===== src/rtl/ee354_move_request.sv =====
// rtl/ee354_move_request.sv - debounced one-hot move request initiator for the 2048 game FSM (optional MOVE_REPEAT_EN)
module ee354_move_request #(
   parameter int DEBOUNCE_CYCLES = 250000,
   parameter int CNT_W           = 18,
   parameter int REPEAT_CYCLES   = 200000
) (
   input  logic Clk,
   input  logic Reset,
   input  logic btn_up,
   input  logic btn_down,
   input  logic btn_left,
   input  logic btn_right,
   input  logic q_Wait,
   output logic up,
   output logic down,
   output logic left,
   output logic right,
   output logic busy
);

   typedef enum logic [1:0] {
      IDLE    = 2'd0,
      REQ     = 2'd1,
      RELEASE = 2'd2
   } state_t;

   localparam logic [CNT_W-1:0] DEB_LAST = CNT_W'(DEBOUNCE_CYCLES - 1);

   // The counters must be able to reach their terminal counts.
   if ((longint'(DEBOUNCE_CYCLES) > (longint'(1) << CNT_W)) ||
       (longint'(REPEAT_CYCLES) > (longint'(1) << CNT_W))) begin : g_cnt_w_check
      $error("CNT_W too narrow for DEBOUNCE_CYCLES/REPEAT_CYCLES");
   end

   // Button vectors are ordered {up, down, left, right}; bit 3 has top priority.
   logic [3:0]       raw;
   logic [3:0]       sync1;
   logic [3:0]       sync2;
   logic [3:0]       stable;
   logic [3:0]       stable_d;
   logic [3:0]       press;
   logic [3:0]       win;
   logic [CNT_W-1:0] deb_cnt [4];
   state_t           state;
   state_t           state_nxt;
   logic [3:0]       dir;
   logic [3:0]       dir_nxt;
   logic [3:0]       move_q;
   logic             busy_q;

`ifdef MOVE_REPEAT_EN
   localparam logic [CNT_W-1:0] REP_LAST = CNT_W'(REPEAT_CYCLES - 1);
   logic [CNT_W-1:0] rep_cnt;
   logic [CNT_W-1:0] rep_cnt_nxt;
`endif

   assign raw   = {btn_up, btn_down, btn_left, btn_right};
   assign press = stable & ~stable_d;

   // Two-flop synchronizer for the asynchronous raw buttons.
   always_ff @(posedge Clk or negedge Reset) begin
      if (!Reset) begin
         sync1 <= '0;
         sync2 <= '0;
      end else begin
         sync1 <= raw;
         sync2 <= sync1;
      end
   end

   // Per-button debounce: stable follows sync2 only after it has differed for DEBOUNCE_CYCLES cycles.
   always_ff @(posedge Clk or negedge Reset) begin
      if (!Reset) begin
         for (int i = 0; i < 4; i++) deb_cnt[i] <= '0;
         stable   <= '0;
         stable_d <= '0;
      end else begin
         stable_d <= stable;
         for (int i = 0; i < 4; i++) begin
            if (sync2[i] == stable[i]) begin
               deb_cnt[i] <= '0;
            end else if (deb_cnt[i] == DEB_LAST) begin
               stable[i]  <= sync2[i];
               deb_cnt[i] <= '0;
            end else begin
               deb_cnt[i] <= deb_cnt[i] + 1'b1;
            end
         end
      end
   end

   // Priority pick among simultaneous press events; losers are discarded.
   always_comb begin
      win = '0;
      if (press[3])      win = 4'b1000;
      else if (press[2]) win = 4'b0100;
      else if (press[1]) win = 4'b0010;
      else if (press[0]) win = 4'b0001;
   end

   // Next-state logic: one request per press, held until accepted, then wait for full release.
   always_comb begin
      state_nxt = state;
      dir_nxt   = dir;
`ifdef MOVE_REPEAT_EN
      rep_cnt_nxt = '0;
`endif
      case (state)
         IDLE: begin
            if (press != 4'b0000) begin
               state_nxt = REQ;
               dir_nxt   = win;
            end
         end
         REQ: begin
            if (q_Wait) state_nxt = RELEASE;
         end
         RELEASE: begin
            if (stable == 4'b0000) begin
               state_nxt = IDLE;
               dir_nxt   = '0;
            end
`ifdef MOVE_REPEAT_EN
            else if (stable == dir) begin
               if (rep_cnt == REP_LAST) state_nxt = REQ;
               else                     rep_cnt_nxt = rep_cnt + 1'b1;
            end
`endif
         end
         default: begin
            state_nxt = IDLE;
            dir_nxt   = '0;
         end
      endcase
   end

   // State register with registered outputs so the request lines never glitch.
   always_ff @(posedge Clk or negedge Reset) begin
      if (!Reset) begin
         state  <= IDLE;
         dir    <= '0;
         move_q <= '0;
         busy_q <= 1'b0;
`ifdef MOVE_REPEAT_EN
         rep_cnt <= '0;
`endif
      end else begin
         state  <= state_nxt;
         dir    <= dir_nxt;
         move_q <= (state_nxt == REQ) ? dir_nxt : 4'b0000;
         busy_q <= (state_nxt != IDLE);
`ifdef MOVE_REPEAT_EN
         rep_cnt <= rep_cnt_nxt;
`endif
      end
   end

   assign {up, down, left, right} = move_q;
   assign busy = busy_q;

endmodule


===== config.mk =====
export PLATFORM = sky130hd
export DESIGN_NAME = ee354_move_request
export DESIGN_NICKNAME = d
export VERILOG_FILES = /design/src/rtl/ee354_move_request.sv
export SDC_FILE = /design/constraint.sdc
export NUM_CORES = 1
export LEC_CHECK = 0
export ABC_AREA = 1
export BUFFER_PORTS_ARGS = -buffer_cell sky130_fd_sc_hd__buf_2
export CAP_MARGIN = 5
export CORE_MARGIN = 3
export CORE_UTILIZATION = 51
export CTS_CLUSTER_DIAMETER = 120
export DETAILED_ROUTE_END_ITERATION = 16
export GPL_TIMING_DRIVEN = 0
export MAX_ROUTING_LAYER = met4
export PLACE_DENSITY = 0.67
export SLEW_MARGIN = 20
export SYNTH_ARGS = -nofsm -noshare
export SYNTH_HDL_FRONTEND = slang
export SYNTH_SLANG_ARGS = --single-unit

===== constraint.sdc =====
create_clock -name Clk -period 3.5 [get_ports Clk]
set_clock_uncertainty 0.15 [all_clocks]
set_input_delay 0.7 -clock Clk [delete_from_list [all_inputs] [get_ports Clk]]
set_output_delay 0.7 -clock Clk [all_outputs]
set_load 0.01 [all_outputs]

==> results of run 1 <==
## metal layers
metal,vias up,global-route usage (%),part of all wire [%]
li1,2167,-,-
met5,-,-,0
met1,1895,23.8,47
met4,0,7.12,1.7
met2,73,30.2,47
met3,17,4.98,4.4
## cell type report
class | count | area [um^2]
well taps | 133 | 166
flip-flops and latches | 99 | 2480
repair buffers | 12 | 88.8
fillers | 946 | 4170
plain buffers | 1 | 3.75
clock buffers | 11 | 141
multi-input cells | 505 | 2380
clock inverters | 5 | 60.1
inverters | 76 | 285
## flip-flops by register name, indices dropped and copies added (netlist names)
name	count
deb_cnt	72
dir	4
move_q	4
stable	4
stable_d	4
sync1	4
sync2	4
state	2
busy	1
## synth_stat cells (all sizes together)
cell	instances
a21oi	11
a31oi	4
and2	5
clkbuf	1
dfrtp	99
ha	4
inv	76
nand2	171
nand3	44
nand3b	5
nand4	18
nor2	186
nor3	14
nor3b	3
o21ai	4
o22ai	1
or2	3
xnor2	7
xor2	25
## power by group
group / switching [W] / leakage (nW) / total [W] / internal, W
Sequential: 0.0000117 / 1.35 / 0.00117 / 0.00116
Clock: 0.000394 / 0.100 / 0.000748 / 0.000354
Combinational: 0.0000482 / 1.19 / 0.0000676 / 0.0000194
## cell families (layout without fill, tap and decap cells)
group | Yosys count | after routing | synth area share [%]
DFF | 99 | 99 | 48.2
buffers and inverters | 77 | 105 | 5.62
and+or+nand+nor | 449 | 449 | 37.4
AOI/OAI and AO/OA | 20 | 20 | 2.07
adders and majority gates | 4 | 4 | 0.973
xor gates and xnor gates | 32 | 32 | 5.74
## final timing paths
kind | startpoint | to | slack, ps | cells after the start
min reg2reg | sync1[1] | sync2[1] | 210 | 0
max | deb_cnt[54] | deb_cnt[54] | 1760 | 8
max in group asynchronous | Reset | deb_cnt[40] | 2550 | 2
max reg2reg | deb_cnt[54] | deb_cnt[54] | 1760 | 8
min | Reset | deb_cnt[15] | 80 | 1
min in group Clk | sync1[1] | sync2[1] | 210 | 0
## per-stage QoR
step	util (%)	power (W)	area [um^2]
floorplan	-	0.00122	5140
global placement	54.9	0.00126	5370
detailed placement	55.2	0.00126	5400
CTS	57.3	0.00203	5600
global route	57.3	0.00207	5600
finish	57.3	0.00199	5600
## critical path, delay by kind of cell, from the launching register on
family / cells / cell delay [ps]
flops: 1 / 400
simple gates: 6 / 730
buf+inv: 1 / 180
fa+ha+maj: 1 / 210
==> flow_summary.json, run 1 <==
{
  "ys_types": 29,
  "crit_required_ps": 3660,
  "crit_slowest_cell": "dfrtp_1",
  "die-area_um2": 11300,
  "cp_max_fo": 5,
  "setup_slack_ps": 1760,
  "grt_pass1_wl_um": 16900,
  "synth.avg_cell_area_um2": 7.55,
  "syn_nets": 692,
  "core-area_um2": 9770,
  "die_w_um": 106,
  "numCtsBuffers": 9,
  "holdWs_ps": 80.4,
  "hold_viol_final": 0,
  "wl_per_cell_um": 11.4,
  "cp_common_cell": "nor2_1",
  "power_density_nw_per_um2": 354,
  "cts_hold_buf": 0,
  "initial_core_util_pct": 52.6,
  "io_pins": 12,
  "drc": 0,
  "gp_congestion": 0.905,
  "layout.nets": 715,
  "firstDrtPassIters": 5,
  "path_clk_slew_ps": 90,
  "insertion_delay_ps": 380,
  "cts_buffer_depth": 2,
  "place_ws_ps": 1740,
  "vias": 4152,
  "viasPerCell": 4.93,
  "syn_to_final_growth_pct": 8.88,
  "wirelength_um": 9620,
  "grt_max_degree": 58,
  "fp-row-count": 36,
  "fin_cells": 842,
  "grt_overflow": 0,
  "crit_path_cell_trace": "ha_1 -> nand2_1 -> nor2_2 -> nand3_1 -> nor2_1 -> nor2_1 -> inv_1 -> nor2_1",
  "cts_tree": "yes",
  "slew_headroom_pct": 65.2,
  "mappedNetlistArea_um2": 5140,
  "first_global_vias": 3820,
  "post_cts_buffers": 0,
  "cts.sink_count": 99,
  "yosys.area.top_type": "dfrtp_1",
  "ir_worst_vdd_mv": 0.298,
  "dp_cells": 826,
  "netlist_instances": 681,
  "crit_arrival_ps": 1900,
  "antenna_found_initial": 0,
  "drv_cap": 0,
  "die_h_um": 106,
  "crit_type": "reg -> reg",
  "htree_levels": 3,
  "layout_common_cells": "nor2_1, nand2_1, dfrtp_1",
  "drive_above_1_share_pct": 7.48,
  "synth_area_leaders": "dfrtp_1, nor2_1, nand2_1",
  "final-setup-viol-count": 0,
  "first_iter_violations": 183,
  "worstMarginPinSlew_ps": 519,
  "holdCritPathClass": "in -> async",
  "min_period_over_period_pct": 49.7,
  "track_usage_pct": 19.1,
  "clockRootBuffer": "clkbuf_8",
  "ant_nets": 0,
  "p_leak_nw": 2.64,
  "synth_top_area_share_pct": 48.2,
  "port_buffers": 11,
  "synth_seq_cells": 99,
  "ys_warn_count": 0,
  "outcome": "completed",
  "fmax_mhz": 575,
  "start_kind": "register",
  "synth-seq-area-share_pct": 48.2,
  "cts_resized": 0,
  "final_common_cell": "nor2_1",
  "n_antenna_cell": 0,
  "rsz0062_at_grt": "no",
  "cpPeakStageDelay_ps": 400,
  "dp_hpwl_um": 7170,
  "end_kind": "register",
  "min_period_ps": 1740,
  "slew_viol_final": 0,
  "fin_setup_tns_ps": 0
}
Power figures use the tool's default switching activity.
==> run 2, diff against run 1 <==
==> constraint.sdc (replaced) <==
create_clock -name Clk -period 1.8 [get_ports Clk]
set_clock_uncertainty 0.15 [all_clocks]
set_input_delay 0.36 -clock Clk [delete_from_list [all_inputs] [get_ports Clk]]
set_output_delay 0.36 -clock Clk [all_outputs]
set_load 0.01 [all_outputs]
==> flow_summary.json, run 2 (same netlist as run 1, synthesis figures left out) <==
{
  "gp_congestion": 0.905,
  "ant_nets": 0,
  "firstDrtPassIters": 5,
  "final_common_cell": "nor2_1",
  "crit_type": "reg -> reg",
  "grt_pass1_wl_um": 17000,
  "worstHoldStart": "q_Wait",
  "htree_levels": 3,
  "crit_arrival_ps": 1780,
  "cts_tree": "yes",
  "r2r_cells": 8,
  "n_antenna_cell": 0,
  "cp_max_fo": 5,
  "dp_hpwl_um": 7170,
  "r2r-end": "deb_cnt[57]",
  "drc": 0,
  "ir_worst_vdd_mv": 0.578,
  "numCtsBuffers": 9,
  "hold_path_end": "state[1]",
  "cp-startpoint": "deb_cnt[54]",
  "syn_to_final_growth_pct": 10.3,
  "die_h_um": 106,
  "slew_headroom_pct": 65.5,
  "rrSetupSlack_ps": 150,
  "fin_setup_tns_ps": 0,
  "holdWs_ps": 135,
  "vias": 4152,
  "fmax_mhz": 605,
  "groute.layer.met2.usage_pct": 30.4,
  "port_buffers": 11,
  "drv_cap": 0,
  "fillers": 934,
  "p_total_w": 0.00388,
  "core-area_um2": 9770,
  "first_iter_violations": 184,
  "grt_max_degree": 58,
  "slew_viol_final": 0,
  "grtUsageMet3_pct": 4.98,
  "layout.nets": 721,
  "use_met1_pct": 23.8,
  "end_kind": "register",
  "hold_depth": 3,
  "min_period_ps": 1650,
  "min_period_over_period_pct": 91.9,
  "wl_per_cell_um": 11.4,
  "outcome": "completed",
  "worstMarginPinSlew_ps": 515,
  "die_w_um": 106,
  "utilization_pct": 58.1,
  "crit_required_ps": 1920,
  "p_leak_nw": 2.67,
  "die-area_um2": 11300,
  "clockRootBuffer": "clkbuf_8",
  "final-setup-viol-count": 0,
  "path_clk_slew_ps": 100,
  "start_kind": "register",
  "cts_buffer_depth": 2,
  "wirelength_um": 9670,
  "layout_common_cells": "nor2_1, nand2_1, dfrtp_1",
  "track_usage_pct": 19.2,
  "place_ws_ps": 43.1,
  "largest_register_ffs": 72,
  "setup_slack_ps": 147,
  "hold_viol_final": 0,
  "grt_overflow": 0,
  "holdCritPathClass": "in -> reg",
  "initial_core_util_pct": 52.6,
  "power_density_nw_per_um2": 683,
  "insertion_delay_ps": 380,
  "cts.sink_count": 99,
  "viasPerCell": 4.90,
  "io_pins": 12,
  "fp-row-count": 36,
  "regMostFlops": "deb_cnt",
  "first_global_vias": 3844,
  "drive_above_1_share_pct": 8.25,
  "rsz0062_at_grt": "no",
  "busiest_layer": "met2",
  "r2r-start": "deb_cnt[54]",
  "antenna_found_initial": 0
}
[run 2: cell types whose count changed in the layout (fill, tap and decap cells not counted), sizes merged]
| cell | change |
|---|---|
| buf | +1 |
| dlygate4sd3 | +5 |
[run 2: how the worst max path moves through the flow]
stage | end | slack, ps | depth (start not counted)
after floorplan | deb_cnt[4] | 270 | 8
after global placement | deb_cnt[51] | -790 | 1
after detailed placement | deb_cnt[66] | 40 | 8
after CTS | deb_cnt[54] | 40 | 8
after global routing | deb_cnt[39] | 10 | 8
final | deb_cnt[57] | 150 | 8
[run 2: cell type report]
type / count / area (um^2) / area share [%]
sequential: 99 / 2480 / 43.7
multi-input combinational: 505 / 2390 / 42.2
inverter: 76 / 285 / 5.03
tap: 133 / 166 / 2.93
timing repair buffer: 18 / 146 / 2.58
clock buffer: 11 / 141 / 2.49
clock inverter: 5 / 60.1 / 1.06
buffer: 1 / 3.75 / 0.0661
[run 2: per-layer routing]
| layer | up-vias | part of all wire [%] |
|---|---|---|
| met5 | - | 0 |
| met4 | 0 | 1.4 |
| met3 | 12 | 4.5 |
| met2 | 73 | 47 |
| met1 | 1888 | 47 |
| li1 | 2179 | - |
[run 2: timing repair]
action / 4_1_cts / 5_1_grt
endpoints found under the setup margin: 0 / 28
buffers inserted: 0 / 1
hold buffers: 5 / 0
endpoints found under the hold margin: 46 / 0
gates resized for setup: 0 / 6
[run 2: metrics by stage]
stage / instance area [um^2] / instances
after CTS: 5650 / 847
after floorplan: 5140 / 681
after global routing: 5680 / 848
after global placement: 5370 / 825
final: 5680 / 848
after detailed placement: 5400 / 826
[run 2: worst max-delay path, stage by stage (launching register included)]
cell and delay (ps):
dfrtp_1 380, ha_1 170, nand2_1 100, nor2_2 190, nand3_1 130, nor2_1 170
nor2_2 90, inv_2 110, nor2_1 50
[run 2: report_power, final]
group / total, W / internal [W] / switching [W]
clock: 0.00146 / 0.000689 / 0.000769
combinational: 0.000145 / 0.0000476 / 0.0000976
sequential: 0.00227 / 0.00225 / 0.0000220
